## src/rtl/io_pkg.sv

```systemverilog
// Shared types and sizing helper for the operand/result I/O controller.
package io_pkg;

    typedef enum logic [1:0] {
        LOAD  = 2'd0,
        RUN   = 2'd1,
        DRAIN = 2'd2
    } io_state_t;

    // $clog2 with a floor of 1 so degenerate parameters still give a real vector.
    function automatic int CNT_W(input int x);
        return (x > 1) ? $clog2(x) : 1;
    endfunction

endpackage

```

## src/rtl/io_fifo.sv

```systemverilog
// Result FIFO: pointer-based, push accepted on full only alongside a pop.
module io_fifo
    import io_pkg::*;
#(
    parameter int N         = 8,
    parameter int OUT_DEPTH = 2
) (
    input  logic         clk,
    input  logic         reset,
    input  logic         push,
    input  logic         pop,
    input  logic [N-1:0] din,
    output logic [N-1:0] dout,
    output logic         full,
    output logic         empty
);

    localparam int AW = CNT_W(OUT_DEPTH);
    localparam int CW = CNT_W(OUT_DEPTH + 1);

    logic [N-1:0]  r_mem [OUT_DEPTH];
    logic [AW-1:0] r_wr_ptr;
    logic [AW-1:0] r_rd_ptr;
    logic [CW-1:0] r_count;
    logic          w_push_ok;
    logic          w_pop_ok;

    assign full      = (r_count == CW'(OUT_DEPTH));
    assign empty     = (r_count == '0);
    assign w_pop_ok  = pop & ~empty;
    assign w_push_ok = push & (~full | w_pop_ok);
    assign dout      = r_mem[r_rd_ptr];

    always_ff @(posedge clk) begin
        if (reset) begin
            r_wr_ptr <= '0;
            r_rd_ptr <= '0;
            r_count  <= '0;
        end else begin
            if (w_push_ok)
                r_wr_ptr <= (r_wr_ptr == AW'(OUT_DEPTH - 1)) ? '0 : r_wr_ptr + 1'b1;
            if (w_pop_ok)
                r_rd_ptr <= (r_rd_ptr == AW'(OUT_DEPTH - 1)) ? '0 : r_rd_ptr + 1'b1;
            case ({w_push_ok, w_pop_ok})
                2'b10:   r_count <= r_count + 1'b1;
                2'b01:   r_count <= r_count - 1'b1;
                default: r_count <= r_count;
            endcase
        end
    end

    always_ff @(posedge clk) begin
        if (w_push_ok)
            r_mem[r_wr_ptr] <= din;
    end

endmodule

```

## src/rtl/io_ctrl.sv

```systemverilog
// Operand/result I/O controller between board switches/button and the CPU.
//   state | meaning
//   LOAD  | CPU halted, button presses latch switch operands
//   RUN   | CPU runs on operands, results queued; halted while FIFO full
//   DRAIN | CPU halted, button presses step display until all results shown
module io_ctrl
    import io_pkg::*;
#(
    parameter int N         = 8,
    parameter int N_IN      = 2,
    parameter int N_OUT     = 2,
    parameter int OUT_DEPTH = 2
) (
    input  logic                     clk,
    input  logic                     reset,
    input  logic                     handshake,
    input  logic [N-1:0]             in,
    input  logic                     cpu_rd,
    input  logic [N-1:0]             cpu_out,
    input  logic                     write_out,
    output logic [N-1:0]             cpu_in,
    output logic [N-1:0]             out,
    output logic                     out_valid,
    output logic                     halt_program,
    output logic [CNT_W(N_IN)-1:0]   in_idx,
    output logic                     overflow
);

    localparam int IW = CNT_W(N_IN);
    localparam int OW = CNT_W(N_OUT + 1);

    io_state_t     r_state;
    io_state_t     w_next;
    logic          r_hs_s1;
    logic          r_hs_s2;
    logic          r_hs_d;
    logic          w_hs_edge;
    logic [N-1:0]  r_ops [N_IN];
    logic [IW-1:0] r_in_idx;
    logic [IW-1:0] r_rd_ptr;
    logic [OW-1:0] r_wr_cnt;
    logic [OW-1:0] r_pop_cnt;
    logic          r_overflow;
    logic          w_push;
    logic          w_push_ok;
    logic          w_pop;
    logic          w_load_last;
    logic          w_halt;
    logic          w_fifo_full;
    logic          w_fifo_empty;
    logic [N-1:0]  w_fifo_head;

    assign w_hs_edge   = r_hs_s2 & ~r_hs_d;
    assign w_push      = write_out & (r_state == RUN);
    assign w_pop       = w_hs_edge & (r_state != LOAD) & ~w_fifo_empty;
    assign w_push_ok   = w_push & (~w_fifo_full | w_pop);
    assign w_load_last = (r_state == LOAD) & w_hs_edge & (r_in_idx == IW'(N_IN - 1));

    io_fifo #(
        .N         (N),
        .OUT_DEPTH (OUT_DEPTH)
    ) u_fifo (
        .clk   (clk),
        .reset (reset),
        .push  (w_push),
        .pop   (w_pop),
        .din   (cpu_out),
        .dout  (w_fifo_head),
        .full  (w_fifo_full),
        .empty (w_fifo_empty)
    );

    always_ff @(posedge clk) begin
        if (reset)
            r_state <= LOAD;
        else
            r_state <= w_next;
    end

    always_comb begin
        w_next = r_state;
        w_halt = 1'b1;
        case (r_state)
            LOAD: begin
                if (w_load_last)
                    w_next = RUN;
            end
            RUN: begin
                w_halt = w_fifo_full;
                if (w_push_ok && (r_wr_cnt == OW'(N_OUT - 1)))
                    w_next = DRAIN;
            end
            DRAIN: begin
                if (w_fifo_empty && (r_pop_cnt == OW'(N_OUT)))
                    w_next = LOAD;
            end
            default: w_next = LOAD;
        endcase
    end

    always_ff @(posedge clk) begin
        if (reset) begin
            r_hs_s1    <= 1'b0;
            r_hs_s2    <= 1'b0;
            r_hs_d     <= 1'b0;
            r_in_idx   <= '0;
            r_rd_ptr   <= '0;
            r_wr_cnt   <= '0;
            r_pop_cnt  <= '0;
            r_overflow <= 1'b0;
            for (int i = 0; i < N_IN; i++)
                r_ops[i] <= '0;
        end else begin
            r_hs_s1 <= handshake;
            r_hs_s2 <= r_hs_s1;
            r_hs_d  <= r_hs_s2;
            if ((r_state == LOAD) && w_hs_edge) begin
                r_ops[r_in_idx] <= in;
                r_in_idx        <= w_load_last ? '0 : r_in_idx + 1'b1;
            end
            if ((r_state == RUN) && cpu_rd)
                r_rd_ptr <= (r_rd_ptr == IW'(N_IN - 1)) ? '0 : r_rd_ptr + 1'b1;
            if (w_push_ok)
                r_wr_cnt <= r_wr_cnt + 1'b1;
            if (w_pop)
                r_pop_cnt <= r_pop_cnt + 1'b1;
            if (w_push && !w_push_ok)
                r_overflow <= 1'b1;
            // Transaction complete: rewind for the next operand set.
            if ((r_state == DRAIN) && (w_next == LOAD)) begin
                r_rd_ptr  <= '0;
                r_wr_cnt  <= '0;
                r_pop_cnt <= '0;
            end
        end
    end

    assign cpu_in       = r_ops[r_rd_ptr];
    assign out          = w_fifo_empty ? '0 : w_fifo_head;
    assign out_valid    = ~w_fifo_empty;
    assign halt_program = w_halt;
    assign in_idx       = r_in_idx;
    assign overflow     = r_overflow;

endmodule

```

## config.mk

```make
export PLATFORM = sky130hd
export DESIGN_NAME = io_ctrl
export DESIGN_NICKNAME = d
export VERILOG_FILES = /design/src/rtl/io_pkg.sv /design/src/rtl/io_fifo.sv /design/src/rtl/io_ctrl.sv
export SDC_FILE = /design/constraint.sdc
export NUM_CORES = 1
export LEC_CHECK = 0
export BUFFER_PORTS_ARGS = -buffer_cell sky130_fd_sc_hd__buf_2
export CAP_MARGIN = 25
export CORE_UTILIZATION = 45
export DETAILED_ROUTE_END_ITERATION = 10
export PLACE_DENSITY = 0.78
export SYNTH_ARGS = -nofsm -noshare
export SYNTH_HDL_FRONTEND = slang
export SYNTH_SLANG_ARGS = --single-unit
```

## constraint.sdc

```tcl
create_clock -name clk -period 1.65 [get_ports clk]
set_input_delay 0.33 -clock clk [delete_from_list [all_inputs] [get_ports clk]]
set_output_delay 0.33 -clock clk [all_outputs]
set_load 0.005 [all_outputs]
```

==> flow_summary.json <==
{
  "wire_per_inst_um": 13.3,
  "peakVddDrop_mv": 0.577,
  "synth_top_cell_by_area": "edfxtp_1",
  "num_vias": 1271,
  "hold_path.class": "input pin to register",
  "grt_pass1_vias": 1265,
  "drt-total-wl_um": 3430,
  "dr.pass1.iters": 4,
  "finalHoldViolCount": 0,
  "critPathMaxFanout": 7,
  "ys_ff_latch": 50,
  "start_kind": "register",
  "fmax_mhz": 629,
  "tightest_slew_ns": 0.484,
  "arrival_ns": 1.83,
  "rows": 24,
  "synth_area_leaders": "edfxtp_1, dfxtp_1, and2_1",
  "maxSlewViolCount": 0,
  "fin_crit_ns": 1.59,
  "yosys.area.top_type_share_pct": 46.3,
  "setup_viol": 0,
  "setup_tns_ns": 0,
  "grt_use_met3_pct": 5.48,
  "die_w_um": 69.9,
  "htreeDepth": 2,
  "skew_ns": 0.00583,
  "place_congestion": 0.831,
  "num_antenna_cells": 0,
  "dieArea_mm2": 0.00489,
  "synthFlopType": "edfxtp_1",
  "synth-edff-count": 32,
  "grt_max_degree": 16,
  "fin_crit_sh_pct": 96.4,
  "drt-initial-drc-count": 67,
  "met1_usage_pct": 19.3,
  "clkSlewWorstSetupHoldPaths_ns": 0.08,
  "viasPerCell": 4.91,
  "yosysWarnings": 0,
  "grt-ovfl-total": 0,
  "avgSynthCellArea_um2": 13.1,
  "cts_tree": "yes",
  "critPathCaptureType": "register",
  "synth_area_mm2": 0.00208,
  "grt_pass1_wl_um": 5700,
  "criticalPathCategory": "register to register",
  "clock_latency_ns": 0.30,
  "path_cells": "nand3b_1 -> a21oi_4 -> inv_1 -> ha_4 -> xnor2_1 -> or3_1 -> a21oi_2",
  "core_area_mm2": 0.00438,
  "yosysSeqAreaShare_pct": 63.6,
  "cts-root-buf": "clkbuf_8",
  "cts_buffer_depth": 2,
  "dp_cells": 251,
  "finalNonFillerCells": 259,
  "synth_cell_types": 33,
  "critical_path_required_ns": 1.89,
  "async_flop_share_pct": 0,
  "utilization_pct": 57.5,
  "ant_nets": 0,
  "initial_utilization_pct": 47.4,
  "antenna_found_initial": 0,
  "hpwl_um": 2470,
  "grt_setup_unrepaired": "no",
  "cts.sinks": 50,
  "io_buffer_count": 40,
  "die_h_um": 69.9,
  "p_total_mw": 2.29,
  "slowest_delay_ns": 0.38,
  "use_met2_pct": 24.5,
  "pin_count": 41,
  "leakagePower_nw": 0.997,
  "drive_gt1_share_pct": 38.2,
  "drc_errors": 0,
  "rrSetupSlack_ns": 0.06,
  "hold_slack_ns": 0.223,
  "area_delta_synth_final_pct": 21.3,
  "cts_made_buffers": 5,
  "drv_cap": 0,
  "powerDensity_mw_per_mm2": 910,
  "nets": 230,
  "top_usage_layer": "met2",
  "status": "finished clean",
  "synthCells": 158,
  "grt_util_all_layers_pct": 15.5,
  "slew-limit-headroom_pct": 67.6,
  "crit_slowest_cell": "dfxtp_4",
  "syn_nets": 182
}
[worst max-delay path, delay by kind of cell, from the launching register on]
kind                     cells  cell delay (ns)
AND/OR/NAND/NOR              2             0.53
buffers and inverters        1             0.09
adder cells (fa/ha/maj)      1             0.16
flip-flops                   1             0.38
XOR/XNOR                     1             0.12
AO/OA/AOI/OAI                2             0.25
[cell type report]
cell class                 instances  area [um2]
clock inverter                     2        37.5
multi-input combinational         97         743
tap                               52        65.1
timing repair buffer              46         249
inverter                           6        22.5
clock buffer                       6        72.6
sequential                        50        1330
fill                             372        1860
[report_power, final]
group          switching (mW)  internal (mW)
combinational          0.0516         0.0517
sequential             0.0106           1.35
clock                   0.377          0.452
total                   0.439           1.85
[registers in the layout, summed over array words and instances (netlist names), named ones only]
signal / count
r_hs_d: 1
in_idx: 1
overflow: 1
u_fifo.r_wr_ptr: 1
r_hs_s2: 1
u_fifo.r_count: 2
r_state: 2
r_wr_cnt: 2
u_fifo.r_rd_ptr: 1
r_rd_ptr: 1
r_hs_s1: 1
r_pop_cnt: 2
u_fifo.r_mem: 16
r_ops: 16
[cells in the mapped netlist, types with 2 or more instances]
library cell and count:
mux2_2 8, nand2b_4 2, and2_1 17, mux2i_1 8, inv_1 6, nor2_1 20, dfxtp_1 18, edfxtp_1 32
xnor2_1 6, a211oi_1 2, ha_1 3, nand2_1 3, nor2b_1 5, clkbuf_1 3, buf_2 2, a21o_1 2
a21oi_1 3, nor3_1 2, xor2_1 2
[kinds of logic (layout without fill, tap and decap cells)]
| group | Yosys count | count (layout) | share of synthesized area [%] |
|---|---|---|---|
| xor+xnor | 8 | 8 | 3.37 |
| buf+inv | 11 | 60 | 2.11 |
| flops | 50 | 50 | 63.6 |
| simple gates | 59 | 59 | 16.8 |
| compound gates | 11 | 11 | 4.10 |
| mux | 16 | 16 | 8.19 |
| fa+ha+maj | 3 | 3 | 1.81 |
[metrics by stage]
stage	setup WS, ns	cell area, um2
after floorplan	0.0451	2090
after global placement	0.0719	2380
after detailed placement	0.0124	2380
after CTS	0.0226	2490
after global routing	0.00651	2520
final	0.0589	2520
[routing by layer]
metal	vias up	part of all wire [%]
met4	0	1.5
met3	5	3.9
met1	608	45
met5	-	0
li1	637	-
met2	21	50
[final timing paths]
path / from / end / cells past startpoint
setup / recovery: r_state[1]$_SDFF_PP0_ / u_fifo.r_count[1]$_SDFFE_PP0P_ / 7
hold / removal: cpu_out[2] / u_fifo.r_mem[1][2]$_DFFE_PP_ / 1
setup reg to reg: r_state[1]$_SDFF_PP0_ / u_fifo.r_count[1]$_SDFFE_PP0P_ / 7
hold reg to reg: r_hs_s1$_SDFF_PP0_ / r_hs_s2$_SDFF_PP0_ / 1
[what timing repair did]
action,in CTS,in global routing
resized for setup,3,8
endpoints found under the setup margin,18,27
buffers inserted,0,0
hold buffers,0,0
pin swaps,0,1
[cell usage in the layout (no fill, tap or decap), drive strengths merged]
cell type / netlist / routed
clkbuf: 3 / 6
a211oi: 2 / 2
a41o: 1 / 1
buf: 2 / 46
nand3b: 1 / 1
o21ai: 1 / 1
nand2b: 3 / 3
and2: 17 / 17
bufinv: 0 / 1
mux2i: 8 / 8
xnor2: 6 / 6
mux2: 8 / 8
nand2: 3 / 3
nor2b: 5 / 5
inv: 6 / 6
or2: 1 / 1
nor2: 22 / 22
xor2: 2 / 2
o2111ai: 1 / 1
a21o: 2 / 2
or3: 1 / 1
clkinvlp: 0 / 1
a21oi: 4 / 4
nand3: 1 / 1
ha: 3 / 3
nor3b: 1 / 1
dfxtp: 18 / 18
edfxtp: 32 / 32
nor3: 4 / 4
Note: power is estimated with default switching activity, not from simulation.
